--- src/rtl/regwrite_hazard_ctrl.sv ---
// Four-deep in-flight write table with RAW stall and operand-forward control.
// Optional feature: define HAZARD_FWD_EN to forward from ages 3/4 instead of stalling.
module regwrite_hazard_ctrl (
  input  logic       clk,
  input  logic       reset,
  input  logic       IssueValid,
  input  logic       IssueRegWrt,
  input  logic [1:0] IssueRegWData,
  input  logic [4:0] IssueRd,
  input  logic [4:0] Rn,
  input  logic [4:0] Rm,
  input  logic       RnUse,
  input  logic       RmUse,
  input  logic       Flush,
  output logic       Stall,
  output logic [1:0] FwdA,
  output logic [1:0] FwdB,
  output logic       WbRegWrt,
  output logic [1:0] WbRegWData,
  output logic [4:0] WbRd,
  output logic [7:0] StallCnt
);

  typedef struct packed {
    logic       wrt;
    logic [1:0] wd;
    logic [4:0] rd;
  } ent_t;

  // index 0 holds age 1, index 3 holds age 4
  ent_t [3:0] tbl_q, tbl_d;
  logic [7:0] cnt_q, cnt_d;
  logic [3:0] mtch_a, mtch_b;
  logic [2:0] age_a, age_b;
  logic       st_a, st_b;

  function automatic logic [2:0] youngest(input logic [3:0] m);
    logic [2:0] a;
    a = 3'd0;
    priority case (1'b1)
      m[0]:    a = 3'd1;
      m[1]:    a = 3'd2;
      m[2]:    a = 3'd3;
      m[3]:    a = 3'd4;
      default: a = 3'd0;
    endcase
    return a;
  endfunction

  always_comb begin
    for (int i = 0; i < 4; i++) begin
      mtch_a[i] = RnUse && tbl_q[i].wrt &&
                  (tbl_q[i].rd != 5'd31) && (tbl_q[i].rd == Rn);
      mtch_b[i] = RmUse && tbl_q[i].wrt &&
                  (tbl_q[i].rd != 5'd31) && (tbl_q[i].rd == Rm);
    end
    age_a = youngest(mtch_a);
    age_b = youngest(mtch_b);
  end

`ifdef HAZARD_FWD_EN
  always_comb begin
    st_a  = (age_a == 3'd1) || (age_a == 3'd2);
    st_b  = (age_b == 3'd1) || (age_b == 3'd2);
    Stall = IssueValid && !Flush && (st_a || st_b);
    FwdA  = 2'd0;
    FwdB  = 2'd0;
    if (IssueValid && !Stall) begin
      if (age_a == 3'd3) FwdA = 2'd1;
      if (age_a == 3'd4) FwdA = 2'd2;
      if (age_b == 3'd3) FwdB = 2'd1;
      if (age_b == 3'd4) FwdB = 2'd2;
    end
  end
`else
  always_comb begin
    st_a  = (age_a != 3'd0);
    st_b  = (age_b != 3'd0);
    Stall = IssueValid && !Flush && (st_a || st_b);
    FwdA  = 2'd0;
    FwdB  = 2'd0;
  end
`endif

  always_comb begin
    tbl_d    = '0;
    if (IssueValid && !Stall && !Flush) begin
      tbl_d[0].wrt = IssueRegWrt;
      tbl_d[0].wd  = IssueRegWData;
      tbl_d[0].rd  = IssueRd;
    end
    tbl_d[1] = tbl_q[0];
    tbl_d[2] = tbl_q[1];
    tbl_d[3] = tbl_q[2];
    // squash the two youngest entries; the oldest keeps moving to writeback
    if (Flush) begin
      tbl_d[1].wrt = 1'b0;
      tbl_d[2].wrt = 1'b0;
    end
    cnt_d = cnt_q;
    if (Stall && (cnt_q != 8'hff)) cnt_d = cnt_q + 8'd1;
  end

  always_ff @(posedge clk or negedge reset) begin
    if (!reset) begin
      tbl_q <= '0;
      cnt_q <= '0;
    end else begin
      tbl_q <= tbl_d;
      cnt_q <= cnt_d;
    end
  end

  assign WbRegWrt   = tbl_q[3].wrt;
  assign WbRegWData = tbl_q[3].wd;
  assign WbRd       = tbl_q[3].rd;
  assign StallCnt   = cnt_q;

endmodule

--- config.mk ---
export PLATFORM = sky130hd
export DESIGN_NAME = regwrite_hazard_ctrl
export DESIGN_NICKNAME = d
export VERILOG_FILES = /design/src/rtl/regwrite_hazard_ctrl.sv
export SDC_FILE = /design/constraint.sdc
export NUM_CORES = 1
export LEC_CHECK = 0
export BUFFER_PORTS_ARGS = -buffer_cell sky130_fd_sc_hd__buf_2
export CORE_MARGIN = 2
export CORE_UTILIZATION = 50
export DETAILED_ROUTE_END_ITERATION = 7
export PLACE_DENSITY = 0.73
export SYNTH_ARGS = -nofsm -noshare
export SYNTH_HDL_FRONTEND = slang
export SYNTH_SLANG_ARGS = --single-unit
export TNS_END_PERCENT = 20
--- constraint.sdc ---
create_clock -name clk -period 2 [get_ports clk]
set_input_delay 0.3 -clock clk [delete_from_list [all_inputs] [get_ports clk]]
set_output_delay 0.3 -clock clk [all_outputs]
set_load 0.02 [all_outputs]
Word-level counts from Yosys, hierarchy flattened

Cells that the tools add are included.

Input bits: 24
Bits in registers: 40
Word-level logic and storage cells: 72

Reductions and logical operators: 34
Eq/ne operators: 13
Muxes and demuxes: 11
$add $sub $neg: 1

Operators with widths:

| cell                                         | number |
|---|---|
| equality test 5 bit                          | 8 |
| logical AND 1 bit                            | 29 |
| 2-to-1 mux 3 bit                             | 8 |
| inequality test 5 bit, second input constant | 4 |
| adder 8 x 1 -> 8 bit, second input constant  | 1 |
| 2-to-1 mux 8 bit                             | 1 |
| inequality test 8 bit, second input constant | 1 |
| nonzero test 3 bit                           | 2 |
| zero test 1 bit                              | 2 |
| 2-to-1 mux 1 bit                             | 2 |
| logical OR 1 bit                             | 1 |

Depth between registers and ports, before layout

Depth in word-level cells: 14
Mapped depth: 8
Depth with buffers taken out: 7

Worst setup path after synthesis

Ideal clock, no wire load.

Path type: register to register
Start: reg cnt_q[3] (netlist: StallCnt[3])
End: reg cnt_q[1] (netlist: StallCnt[1])
Stages on the path, launching flop included: 6
Buffers on the path: 0
Clock period less this slack: 1.756 ns
Arrival time: 1.628 ns
Slack: 0.244 ns
Path through: dfrtp_1 > and3_1 > and2_1 > a41o_1 > a21oi_4 > mux2_1

Cells in the longest elaborated chain, start to end: 2

Ends and longest elaborated chain:

| item                     | RTL line | RTL |
|---|---|---|
| start: declaration       | 32       | `logic [7:0] cnt_q, cnt_d;` |
| start signal: assignment | 110      | `cnt_q <= cnt_d;` |
| inequality test 8 bit    | 101      | `if (Stall && (cnt_q != 8'hff)) cnt_d = cnt_q + 8'd1;` |
| logical AND 1 bit        | 101      |  |

No other way between the ends.
A chain may end at the register's enable or synchronous reset.

Final worst setup path

Start: reg tbl_q (netlist bit tbl_d[26])
End: out Stall

Cells in the longest elaborated chain, start to end: 9
Elaborated cells between the ends (all ways): 17

Ends and longest elaborated chain:

| item                                         | RTL line | RTL |
|---|---|---|
| start: declaration                           | 31       | `ent_t [3:0] tbl_q, tbl_d;` |
| start signal: assignment                     | 109      | `tbl_q <= tbl_d;` |
| inequality test 5 bit                        | 53, 55   |  |
| logical AND 1 bit, on equally long branches  | 52, 54   |  |
| logical AND 1 bit, on equally long branches  | 53, 55   |  |
| 2-to-1 mux 3 bit (3 in a row)                | 40       | `priority case (1'b1)` |
| nonzero test 3 bit, on equally long branches | 77, 78   |  |
| logical OR 1 bit *                           | 79       | `Stall = IssueValid && !Flush && (st_a \|\| st_b);` |
| logical AND 1 bit *                          | 79       |  |
| end: declaration                             | 15       | `output logic Stall,` |

Mark *: on every way between the ends. The rest lies on a longest branch, timed or not.

==> key figures <==
Run status
  – Outcome: finished with violations
  – Violated checks: setup timing

Route
  – Vias/cell: ~5
  – WL met1: 1530 microns
  – Total routed wirelength: 3590 microns
  – DR WL/cell: approximately 14 microns
  – Pre-Repair DR Iteration Count: 4
  – Initial DRC Count: 25
  – Routed met3 length: around 190 microns
  – Top Layer Used: met4
  – Routed length on met2: 1810 microns
  – Routed via count: roughly 1.3k
  – ANT nets after route: 0
  – DRC viols: 0

Clock network
  – Reg clk slew, reported paths: about 0.070 ns
  – CTS Buf Count: 5
  – Max clock buf depth: 2
  – CTS tree: built
  – Sink Count: 40
  – Worst skew pair latency: a little under 0.3 ns
  – Root Buffer: clkbuf_8
  – H-tree Lvls: 2

Setup path
  – CP Class: register to output port
  – Arrival time of the worst setup path: about 1.7 ns
  – CP Capture Type: output port
  – Crit. Startpoint: tbl_d[26]
  – Cells along the critical path: xnor2_2, nand4_1, o22ai_1, a32oi_2, a21oi_2, buf_4
  – FF-to-FF Start: tbl_d[26]
  – Critical Path Fanout Max: 4
  – Worst reg-to-reg path cell count: 7
  – Startpoint Class: register
  – Req. time, crit path: 1.70 ns
  – Max stage delay cell, worst path: dfrtp_1
  – CP peak stage delay: between 0.4 and 0.5 ns

GRT
  – Vias in the first global route: 1,325
  – Overflow after GRT: 0
  – Initial antenna violation count: 0
  – Gr usage total: 0.192
  – Pin count of the biggest net entering global routing: 19
  – First-pass GRT wire length: around 6200 microns

Yosys
  – Ys Warns: 0
  – Synth async-reset ratio: 1.00
  – Most area-consuming cells after synthesis: dfrtp_1 51%, xnor2_1 20%, buf_4 4.2%
  – Avg Cell Area, Syn: around 12 sq um
  – Synth cell types: 25
  – Cell with the most instances after synthesis: xnor2_1
  – Post-synthesis cell area: about 2000 sq um
  – Syn Inst Count: approximately 170
  – Number of synthesized flops with an enable pin: 0
  – Yosys top cell area share: 0.511
  – Commonest cells post-synth: 44 x xnor2_1, 40 x dfrtp_1, 13 x nand2_1, 11 x buf_4, 11 x nand4_1
  – Seq cells post-synth: 40
  – Post-synth top flop: dfrtp_1
  – Yosys top cell by area: dfrtp_1
  – Seq/Total Area, Yosys: 0.511

Worst hold path
  – Min-delay worst type: input pin to register
  – Hold path startpoint: Flush
  – Hold depth: 2

Pwr
  – Net Sw Power: about 400 uW
  – Power Total: roughly 1700 uW
  – Logic pwr share: 0.116
  – Leakage: 0.00107 uW
  – PD cells: around 740 nW/um^2
  – Flop pwr share: 0.507
  – Total internal power: approximately 1300 uW
  – Worst IR Drop VDD: 0.506 mV
  – Sw frac: 0.236
  – Clock power frac: 0.377

Placed design
  – Final GP Congestion: about 0.74
  – IO buf count: 40
  – Cell area after placement: 2090 sq um
  – HPWL Detailed: around 2800 microns

Timing
  – Unrepaired setup endpoints after global routing: yes
  – Tmin final: roughly 2 ns
  – Fin. max-slew vios: 0
  – Final Skew: around 0.0068 ns
  – Ratio of final minimum period to clock period: 1.01
  – Setup-failing EPs final: 1
  – Endpoints failing hold: 0
  – Worst setup margin: -0.0196 ns
  – Worst Hold Slack: around 0.2 ns
  – Peak Freq: a little under 0.5 GHz

Layout
  – Number of fill cells: between 200 and 300
  – Layout cells sized above 1: 0.332
  – Cell area after layout: between 2000 and 2500 sq um
  – Area Overhead vs Synth: 17.1%
  – Area of the multi-input gates: approximately 860 sq um
  – Inserted Diodes: 0
  – Register area: between 1000 and 1500 sq um
  – Fin util: 0.618
  – Nets: between 200 and 250

Floorplanning
  – Core area: ~3700 sq um
  – Die width: between 60 and 70 microns
  – Initial Util: 0.527
  – Die ar.: around 4400 sq um
  – IO Pins: 45
  – Chip Height: between 60 and 70 microns
  – Row cnt: 22

Run
  – Max_cap viols: 0
-- area by class of cell --
type,count,area share
clock buffers,5,0.0300
clock inverters,3,0.0207
multi-input cells,110,0.374
flip-flops and latches,40,0.437
well taps,48,0.0262
repair buffers,47,0.112
-- power groups by stage --
stage / sequential, uW / combinational [uW] / clock, uW
3_3_place_gp: 879 / 184 / 0
5_1_grt: 870 / 219 / 708
6_report: 865 / 197 / 644
4_1_cts: 865 / 195 / 664
2_1_floorplan: 878 / 141 / 0
3_5_place_dp: 881 / 186 / 0
-- sequential cells by signal, summed over array words and instances (netlist names) --
register,cells
WbRegWrt,1
WbRd,5
WbRegWData,2
StallCnt,8
tbl_q,2
tbl_d,22
-- path summary, 6_finish.rpt --
path / end / slack (ns)
min in group asynchronous: WbRegWData[0] / 0.45
setup reg to reg: StallCnt[1] / 0.02
setup / recovery: Stall / -0.02
hold / removal: tbl_q[15] / 0.20
hold reg to reg: WbRegWData[1] / 0.35
max in group asynchronous: StallCnt[3] / 1.03
-- critical path, delay by kind of cell, from the launching register on --
kind	cells	cell delay (ns)
compound gates	3	0.52
flops	1	0.44
xor+xnor	1	0.19
buf+inv	1	0.16
simple gates	1	0.13
-- stage by stage --
step,TNS (ns),instances,worst slack [ns]
after global routing,-0.419,253,-0.116
after global placement,0,240,0.0999
after CTS,0,253,0.000588
after detailed placement,0,240,0.0776
after floorplan,0,171,0.244
final,-0.0196,253,-0.0196
-- per-layer routing --
| metal | global-route usage | up-vias |
|---|---|---|
| met5 | 0 | - |
| met4 | 0.0740 | 0 |
| met3 | 0.0507 | 8 |
| met2 | 0.315 | 37 |
| met1 | 0.242 | 623 |
| li1 | - | 611 |
-- repair_timing --
| item | in CTS | in global routing |
|---|---|---|
| pin swaps | 5 | 8 |
| gates resized for setup | 5 | 4 |
| buffers inserted | 4 | 0 |
| hold buffers | 1 | 0 |
| setup endpoints to repair | 1 | 8 |
| hold endpoints to repair | 16 | 0 |
-- kinds of logic (layout without fill, tap and decap cells) --
family	count (synthesis)	after routing	synth area share
flip-flops	40	40	0.511
adder cells (fa/ha/maj)	1	1	0.00638
AND/OR/NAND/NOR	46	46	0.127
AO/OA/AOI/OAI	11	11	0.0530
other	1	4	0.00191
buffers and inverters	21	55	0.0773
multiplexers	1	1	0.00575
XOR/XNOR	47	47	0.218
-- cell usage in the layout (no fill, tap or decap), drive strengths merged --
master	instances
xnor2	46
buf	46
dfrtp	40
nand2	13
nand4	11
and2	9
nand3	5
clkbuf	5
and3	4
conb	4
o22ai	4
o21a	2
a32oi	2
nor2b	2
clkinv	2
a21oi	2
nand2b	1
nor2	1
a41o	1
mux2	1
xor2	1
ha	1
bufinv	1
dlygate4sd3	1
Note: power is estimated with default switching activity, not from simulation.
